File: src/rtl/bufid_pkg.sv
`default_nettype none
// bufid_pkg: shared widths and allocator state encodings for the centralized packet buffer.
// Rev 1.0
package bufid_pkg;

  localparam int NUM_PORTS  = 4;
  localparam int BUFID_W    = 9;
  localparam int OUTPORT_W  = 4;
  localparam int BUFID_NUM  = 512;
  localparam int PORT_IDX_W = $clog2(NUM_PORTS);

  typedef enum logic [1:0] {
    ARB_S = 2'd0,
    RD_S  = 2'd1,
    CAP_S = 2'd2
  } alloc_state_e;

endpackage
`default_nettype wire

File: src/rtl/rr_arbiter.sv
`default_nettype none
// rr_arbiter: combinational rotating-priority picker, first eligible requester after last_grant.
// Rev 1.0
module rr_arbiter #(
  parameter int N     = 4,
  parameter int IDX_W = 2
) (
  input  logic [N-1:0]     eligible,
  input  logic [IDX_W-1:0] last_grant,
  output logic [IDX_W-1:0] winner,
  output logic             valid
);

  logic [IDX_W-1:0] cand;

  // Scan from farthest to nearest so the closest eligible port after last_grant wins.
  always_comb begin
    winner = '0;
    valid  = 1'b0;
    cand   = '0;
    for (int k = N; k >= 1; k--) begin
      cand = IDX_W'((int'(last_grant) + k) % N);
      if (eligible[cand]) begin
        winner = cand;
        valid  = 1'b1;
      end
    end
  end

endmodule
`default_nettype wire

File: src/rtl/bufid_alloc_arbiter.sv
`default_nettype none
// bufid_alloc_arbiter: grants free bufids to input ports round-robin and seeds their refcounts.
// Rev 1.0
module bufid_alloc_arbiter
  import bufid_pkg::*;
(
  input  logic                           clk_sys,
  input  logic                           reset_n,
  input  logic                           i_hardware_initial_finish,
  input  logic [NUM_PORTS-1:0]           iv_bufid_req,
  input  logic [NUM_PORTS*OUTPORT_W-1:0] iv_outport_num,
  output logic [NUM_PORTS-1:0]           ov_bufid_ack,
  output logic [BUFID_W-1:0]             ov_bufid,
  output logic                           o_free_bufid_rd,
  input  logic [BUFID_W-1:0]             iv_free_bufid,
  input  logic                           i_free_bufid_empty,
  output logic                           o_cnt_wr,
  output logic [BUFID_W-1:0]             ov_cnt_addr,
  output logic [OUTPORT_W-1:0]           ov_cnt_wdata,
  output logic [1:0]                     ov_alloc_state,
  output logic [15:0]                    ov_alloc_cnt
);

  alloc_state_e            state;
  logic [PORT_IDX_W-1:0]   last_grant;
  logic [PORT_IDX_W-1:0]   win_idx;
  logic [OUTPORT_W-1:0]    win_outport;
  logic [PORT_IDX_W-1:0]   arb_winner;
  logic                    arb_valid;
  logic [NUM_PORTS-1:0]    eligible;
  logic [OUTPORT_W-1:0]    outport_arr [NUM_PORTS];

  for (genvar p = 0; p < NUM_PORTS; p++) begin : g_outport
    assign outport_arr[p] = iv_outport_num[p*OUTPORT_W +: OUTPORT_W];
  end

  // The port being acked this cycle still holds req; masking it prevents a double grant.
  assign eligible = iv_bufid_req & ~ov_bufid_ack;

  rr_arbiter #(
    .N     (NUM_PORTS),
    .IDX_W (PORT_IDX_W)
  ) u_rr_arbiter (
    .eligible   (eligible),
    .last_grant (last_grant),
    .winner     (arb_winner),
    .valid      (arb_valid)
  );

  assign ov_alloc_state = state;

  always_ff @(posedge clk_sys) begin
    if (!reset_n) begin
      state           <= ARB_S;
      last_grant      <= PORT_IDX_W'(NUM_PORTS - 1);
      win_idx         <= '0;
      win_outport     <= '0;
      ov_bufid_ack    <= '0;
      ov_bufid        <= '0;
      o_free_bufid_rd <= 1'b0;
      o_cnt_wr        <= 1'b0;
      ov_cnt_addr     <= '0;
      ov_cnt_wdata    <= '0;
      ov_alloc_cnt    <= '0;
    end else begin
      ov_bufid_ack <= '0;
      o_cnt_wr     <= 1'b0;
      case (state)
        ARB_S: begin
          if (arb_valid && i_hardware_initial_finish && !i_free_bufid_empty) begin
            win_idx         <= arb_winner;
            win_outport     <= outport_arr[arb_winner];
            o_free_bufid_rd <= 1'b1;
            state           <= RD_S;
          end
        end
        RD_S: begin
          o_free_bufid_rd <= 1'b0;
          state           <= CAP_S;
        end
        CAP_S: begin
          ov_bufid              <= iv_free_bufid;
          ov_cnt_addr           <= iv_free_bufid;
          // A packet always holds at least one reference until released.
          ov_cnt_wdata          <= (win_outport == '0) ? OUTPORT_W'(1) : win_outport;
          o_cnt_wr              <= 1'b1;
          ov_bufid_ack[win_idx] <= 1'b1;
          last_grant            <= win_idx;
          ov_alloc_cnt          <= ov_alloc_cnt + 16'd1;
          state                 <= ARB_S;
        end
        default: begin
          o_free_bufid_rd <= 1'b0;
          state           <= ARB_S;
        end
      endcase
    end
  end

endmodule
`default_nettype wire

File: config.mk
export PLATFORM = sky130hd
export DESIGN_NAME = bufid_alloc_arbiter
export DESIGN_NICKNAME = d
export VERILOG_FILES = /design/src/rtl/bufid_pkg.sv /design/src/rtl/rr_arbiter.sv /design/src/rtl/bufid_alloc_arbiter.sv
export SDC_FILE = /design/constraint.sdc
export NUM_CORES = 1
export LEC_CHECK = 0
export CAP_MARGIN = 20
export CORE_UTILIZATION = 50
export CTS_BUF_LIST = sky130_fd_sc_hd__clkbuf_16
export DETAILED_ROUTE_END_ITERATION = 6
export DONT_BUFFER_PORTS = 1
export PLACE_DENSITY = 0.61
export SLEW_MARGIN = 20
export SYNTH_ARGS = -nofsm -noshare
export SYNTH_HDL_FRONTEND = slang
export SYNTH_SLANG_ARGS = --single-unit
File: constraint.sdc
create_clock -name clk_sys -period 1.7 [get_ports clk_sys]
set_input_delay 0.34 -clock clk_sys [delete_from_list [all_inputs] [get_ports clk_sys]]
set_output_delay 0.34 -clock clk_sys [all_outputs]
set_load 0.02 [all_outputs]
==> metrics, run 1 <==
status=finished clean; synth-to-layout area growth=16.2%; Cell Area, Placed=0.00217 mm2; Seq pwr share=52.5%; final setup fails=0; start of the worst register-to-register path=ov_bufid_ack[3]$_SDFF_PN0_; CP Class=register to register; Longest Clk Path Bufs=2; Crit Path Max Fanout=5; Die Ht=65.7 um; gr usage total=20.8%; cell chosen for the clock root=clkbuf_16; Vias=1577; hold crit path type=input pin to register; VDD IR-drop max=0.596 mV; first-pass iteration count of the detailed router=4; total routed wirelength=4180 um; Crit path arrival time=1780 ps; clock slew at reported path FFs=60 ps; minimum clock period=1630 ps; # Max-Cap Violations=0; mean routed wirelength per cell=14.7 um; Hold Violations, Final=0; Die ar.=0.00431 mm2; Antenna Cells=0; first-pass GRT wire length=6920 um; async set-or-reset flop fraction in the synthesized netlist=0%; WP data required=1850 ps; Clock power frac=41.3%; Max H-tree Level=2; Combinational Power Share=6.2%; number of synthesis warnings=0; synthesized area=0.00203 mm2; Pint=1.67 mW; leak pwr=0.926 nW; # port buffers=0; Post-DP HPWL=3100 um; largest net degree at the start of global routing=44; Net Count, Synth=257; share of cells above drive strength 1=18.6%; vias in the first global route=1536; antenna violations before repair=0; sw frac=21.1%; Post-synth EDFFs=0; CTS Buf Count=5; crit end category=register; Peak Freq=0.614 GHz; min-delay src=reset_n; slew at the pin closest to its max-slew limit=470 ps; post-layout net count=272; synthesized flop and latch total=45; drt via density=5.53; CTS sink count=45; Layout Skew=4.92 ps; period utilization=95.8%; initial core utilization=53.7%; most frequently used flop master after synthesis=dfxtp_1; Hold Slack=142 ps; Fin Setup TNS=0 ps; crit path launch=ov_bufid_ack[3]$_SDFF_PN0_; clk_lat worst skew=280 ps; cts-stage hold buffer count=0; IO Pins=79; FP Rows=22; Synth Instances=223; core area=0.00377 mm2; placed cells=278; number of library cell types mapped by synthesis=38; RSZ-0062 raised after global routing=true; crit path launch type=register; Final Max Slew Viols=0; pwr/cell area=898 mW/mm2; DRC Markers=0; switching power=446 uW; grt ovf=0; routability cong.=0.855; die width=65.7 um; headroom to the max-slew limit=68.7%; post-route ant nets=0; drt initial violations=42; CTS tree=done; Final Non-Filler Cells=285; post-route cell area=0.00235 mm2; post-synthesis sequential area ratio=44.4%; Total Power Consumption=2.11 mW; Mean Syn Cell Area=9.09 um2
-- area by class of cell --
type,count,area (um2)
well taps,48,60.1
multi-input cells,157,1060
fillers,330,1420
clock inverters,1,5.00
flip-flops and latches,45,902
clock buffers,5,125
inverters,3,11.3
repair buffers,26,195
-- Yosys cell counts, drive strengths merged (2+ instances only) --
| master | n | share of area [%] |
|---|---|---|
| dfxtp | 45 | 44 |
| nand2 | 39 | 7.2 |
| a21boi | 19 | 7.0 |
| and2 | 12 | 3.7 |
| buf | 11 | 4.1 |
| nand3 | 11 | 2.7 |
| mux2i | 8 | 4.0 |
| clkbuf | 7 | 1.3 |
| xnor2 | 7 | 3.0 |
| o21ai | 6 | 1.5 |
| nand2b | 5 | 1.5 |
| nor3 | 5 | 1.2 |
| nor2b | 4 | 1.2 |
| nor3b | 4 | 1.5 |
| o221ai | 4 | 2.0 |
| or3 | 4 | 1.2 |
| xor2 | 4 | 1.7 |
| inv | 3 | 0.56 |
| nand3b | 3 | 1.1 |
| nand4 | 3 | 1.7 |
| nor2 | 3 | 0.56 |
| a21oi | 2 | 0.49 |
| and4 | 2 | 0.86 |
-- flip-flops by register name, indices dropped and copies added (netlist names) --
name,flops
ov_bufid_ack,4
o_cnt_wr,1
win_outport,4
ov_cnt_addr,9
ov_alloc_cnt,16
ov_alloc_state,2
win_idx,2
ov_cnt_wdata,4
last_grant,2
o_free_bufid_rd,1
-- critical path, cell delays in order (launching register included) --
cell and delay, ps:
dfxtp_2 330, nand3b_1 170, nor3b_4 160, a311oi_2 290, buf_4 210, mux2i_2 220, o221ai_1 120
-- cells by family after synthesis --
group / count (synthesis) / share of synthesized area, %
and+or+nand+nor: 100 / 26.7
DFF: 45 / 44.4
AOI/OAI and AO/OA: 37 / 13.6
buffers and inverters: 21 / 5.93
xor gates and xnor gates: 11 / 4.75
muxes: 8 / 3.95
adders and majority gates: 1 / 0.617
-- per-stage QoR --
step | utilization [%] | worst slack (ps)
2_1_floorplan | - | 42.8
3_5_place_dp | 57.6 | 49.1
6_report | 62.4 | 72.0
3_3_place_gp | 57.6 | 79.6
5_1_grt | 62.4 | -22.6
4_1_cts | 61.0 | 43.6
-- layer usage --
layer	GRT usage (%)	vias up	routed length (um)
met2	35.5	46	2100
met5	0	-	0
li1	-	792	-
met4	6.52	0	40
met3	7.12	5	253
met1	24.2	734	1780
-- final timing paths --
path,to,slack [ps],depth (start not counted)
hold reg to reg,ov_cnt_wdata[3]$_SDFFE_PN0P_,480,2
hold / removal,last_grant[0]$_SDFFE_PN1P_,140,1
setup / recovery,win_outport[0]$_SDFFE_PN0P_,70,6
setup reg to reg,win_outport[0]$_SDFFE_PN0P_,70,6
-- power groups by stage --
stage / logic, mW / clock network (mW) / registers, mW
global placement: 0.118 / 0 / 1.13
finish: 0.131 / 0.873 / 1.11
floorplan: 0.106 / 0 / 1.13
global route: 0.143 / 0.948 / 1.11
detailed placement: 0.121 / 0 / 1.13
CTS: 0.121 / 0.895 / 1.11
-- placed cells by master, fill, tap and decap left out, drive strengths merged, types with 4 or more instances in the layout --
cell type,count
a21boi,19
clkbuf,5
buf,26
nand2,39
nor3,5
or3,4
o221ai,4
xnor2,7
nor2b,4
nand2b,5
o21ai,6
nand3,11
xor2,4
dfxtp,45
and2,12
nor3b,4
mux2i,8
-- repair_timing --
action | in CTS | in global routing
setup endpoints to repair | 0 | 6
setup buffers | 0 | 1
gates resized for setup | 0 | 10
Note: power is estimated with default switching activity, not from simulation.
==> run 2, diff against run 1 <==
CTS_BUF_LIST = default   (was sky130_fd_sc_hd__clkbuf_16)
PLACE_DENSITY = 0.62   (was 0.61)
==> run 2 against run 1 <==
  * The flow now finishes with violations (setup timing)
  * Fmax is 6.0% lower
  * Routed wire length is 4.9% higher
  * Critical path depth stayed put
  * Global-route usage increased by 0.22 points
  * Clock-buffer cell count increased by 2
  * Power is 2.3% lower
==> metrics, run 2 (synthesized netlist as in run 1, its figures left out) <==
status=finished with violations; violated checks=setup timing; Layout Skew=6.99 ps; die width=65.7 um; Die Ht=65.7 um; clock slew at reported path FFs=80 ps; share of cells above drive strength 1=17.9%; # port buffers=0; grt ovf=0; Buf+Inv Stages, Crit Path=1; crit end category=register; post-route ant nets=0; min-delay src=reset_n; Place WS=33.5 ps; Crit path arrival time=1900 ps; Peak Freq=0.577 GHz; pwr/cell area=887 mW/mm2; Hold Slack=129 ps; post-layout net count=273; Final Max Slew Viols=0; first-pass iteration count of the detailed router=4; FP Rows=22; Worst path max stage delay=350 ps; crit-path cells=nand3b_1 > nor3b_1 > a311oi_2 > buf_4 > mux2i_1 > o221ai_1; WP data required=1870 ps; crit path launch=ov_bufid_ack[3]$_SDFF_PN0_; gr usage total=21.0%; most common cell after layout, fill and taps aside=dfxtp_1; Final Util=61.7%; max reg flops=16; Critical-path top delay cell=a311oi_2; mean routed wirelength per cell=15.2 um; total routed wirelength=4380 um; first-pass GRT wire length=6990 um; antenna violations before repair=0; largest net degree at the start of global routing=44; highest-count cells in the layout ignoring fill and taps=dfxtp_1 (43), nand2_1 (39), buf_4 (26), a21boi_0 (18), and2_1 (12); CTS sink count=45; clk_lat worst skew=290 ps; period utilization=102%; start of the worst register-to-register path=ov_bufid_ack[3]$_SDFF_PN0_; IO Pins=79; routability cong.=0.785; Hold Violations, Final=0; hold crit path type=input pin to register; slew at the pin closest to its max-slew limit=433 ps; headroom to the max-slew limit=71.1%; leak pwr=0.914 nW; final setup fails=1; Longest Clk Path Bufs=2; drt initial violations=41; cell chosen for the clock root=clkbuf_8; vias in the first global route=1614; core area=0.00377 mm2; CTS Buf Count=5; Crit Path Max Fanout=4; crit path launch type=register; initial core utilization=53.7%; Antenna Cells=0; VDD IR-drop max=0.437 mV; Die ar.=0.00431 mm2; fillers=340; Crit path max-delay family=compound AO/OA/AOI/OAI gates; Most flops, register=ov_alloc_cnt; # Max-Cap Violations=0; Max H-tree Level=2; Cell Area, Placed=0.00217 mm2; synth-to-layout area growth=14.9%; setup ws final=-32.0 ps; minimum clock period=1730 ps; CP Class=register to register; DRC Markers=0; largest registers=ov_alloc_cnt x16, ov_cnt_addr x9; RSZ-0062 raised after global routing=true; Vias=1614; post-route cell area=0.00233 mm2; CTS tree=done; drt via density=5.60; Post-DP HPWL=3130 um
-- run 2: cell types whose count changed in the layout (fill, tap and decap cells not counted), sizes merged --
| cell | change |
|---|---|
| clkinv | -1 |
| buf | +1 |
| clkbuf | +2 |
| bufinv | +1 |
-- run 2: per-layer routing --
layer / track usage (%) / wire, um
met5: 0 / 0
met4: 6.79 / 38
met3: 7.12 / 302
met2: 38.1 / 2290
met1: 22.5 / 1740
-- run 2: worst paths after layout --
check	depth (start not counted)	endpoint	slack, ps
setup / recovery	6	win_outport[3]$_SDFFE_PN0P_	-30
hold / removal	1	last_grant[0]$_SDFFE_PN1P_	130
setup reg to reg	6	win_outport[3]$_SDFFE_PN0P_	-30
hold reg to reg	2	ov_cnt_wdata[3]$_SDFFE_PN0P_	500
-- run 2: timing repair --
action / in CTS / in global routing
hold buffers: 0 / 0
setup endpoints to repair: 0 / 6
buffers inserted: 0 / 1
gates resized for setup: 0 / 9
endpoints found under the hold margin: 0 / 0
-- run 2: cell type report --
cell class / instances / area [um2] / area share (%)
multi-input cells: 157 / 1030 / 44.3
clock buffers: 7 / 86.3 / 3.71
inverters: 3 / 11.3 / 0.484
flip-flops and latches: 45 / 903 / 38.8
well taps: 48 / 60.1 / 2.58
clock inverters: 1 / 30.0 / 1.29
repair buffers: 27 / 206 / 8.87
-- run 2: power by group --
group | internal (mW) | leakage [nW] | switching (mW)
Clock | 0.479 | 0.0585 | 0.347
Combinational | 0.0673 | 0.491 | 0.0646
Sequential | 1.07 | 0.364 | 0.0334
Total | 1.62 | 0.914 | 0.445
-- run 2: through the flow --
stage | instances | power, mW | setup TNS (ps)
finish | 288 | 2.07 | -32.0
global route | 288 | 2.15 | -388
CTS | 286 | 2.08 | 0
detailed placement | 278 | 1.25 | 0
global placement | 278 | 1.25 | 0
floorplan | 223 | 1.23 | 0
-- run 2: worst reg2reg max path: stages, from the launching register on --
cell,delay [ps]
dfxtp_2,330
nand3b_1,180
nor3b_1,180
a311oi_2,350
buf_4,220
mux2i_1,230
o221ai_1,130
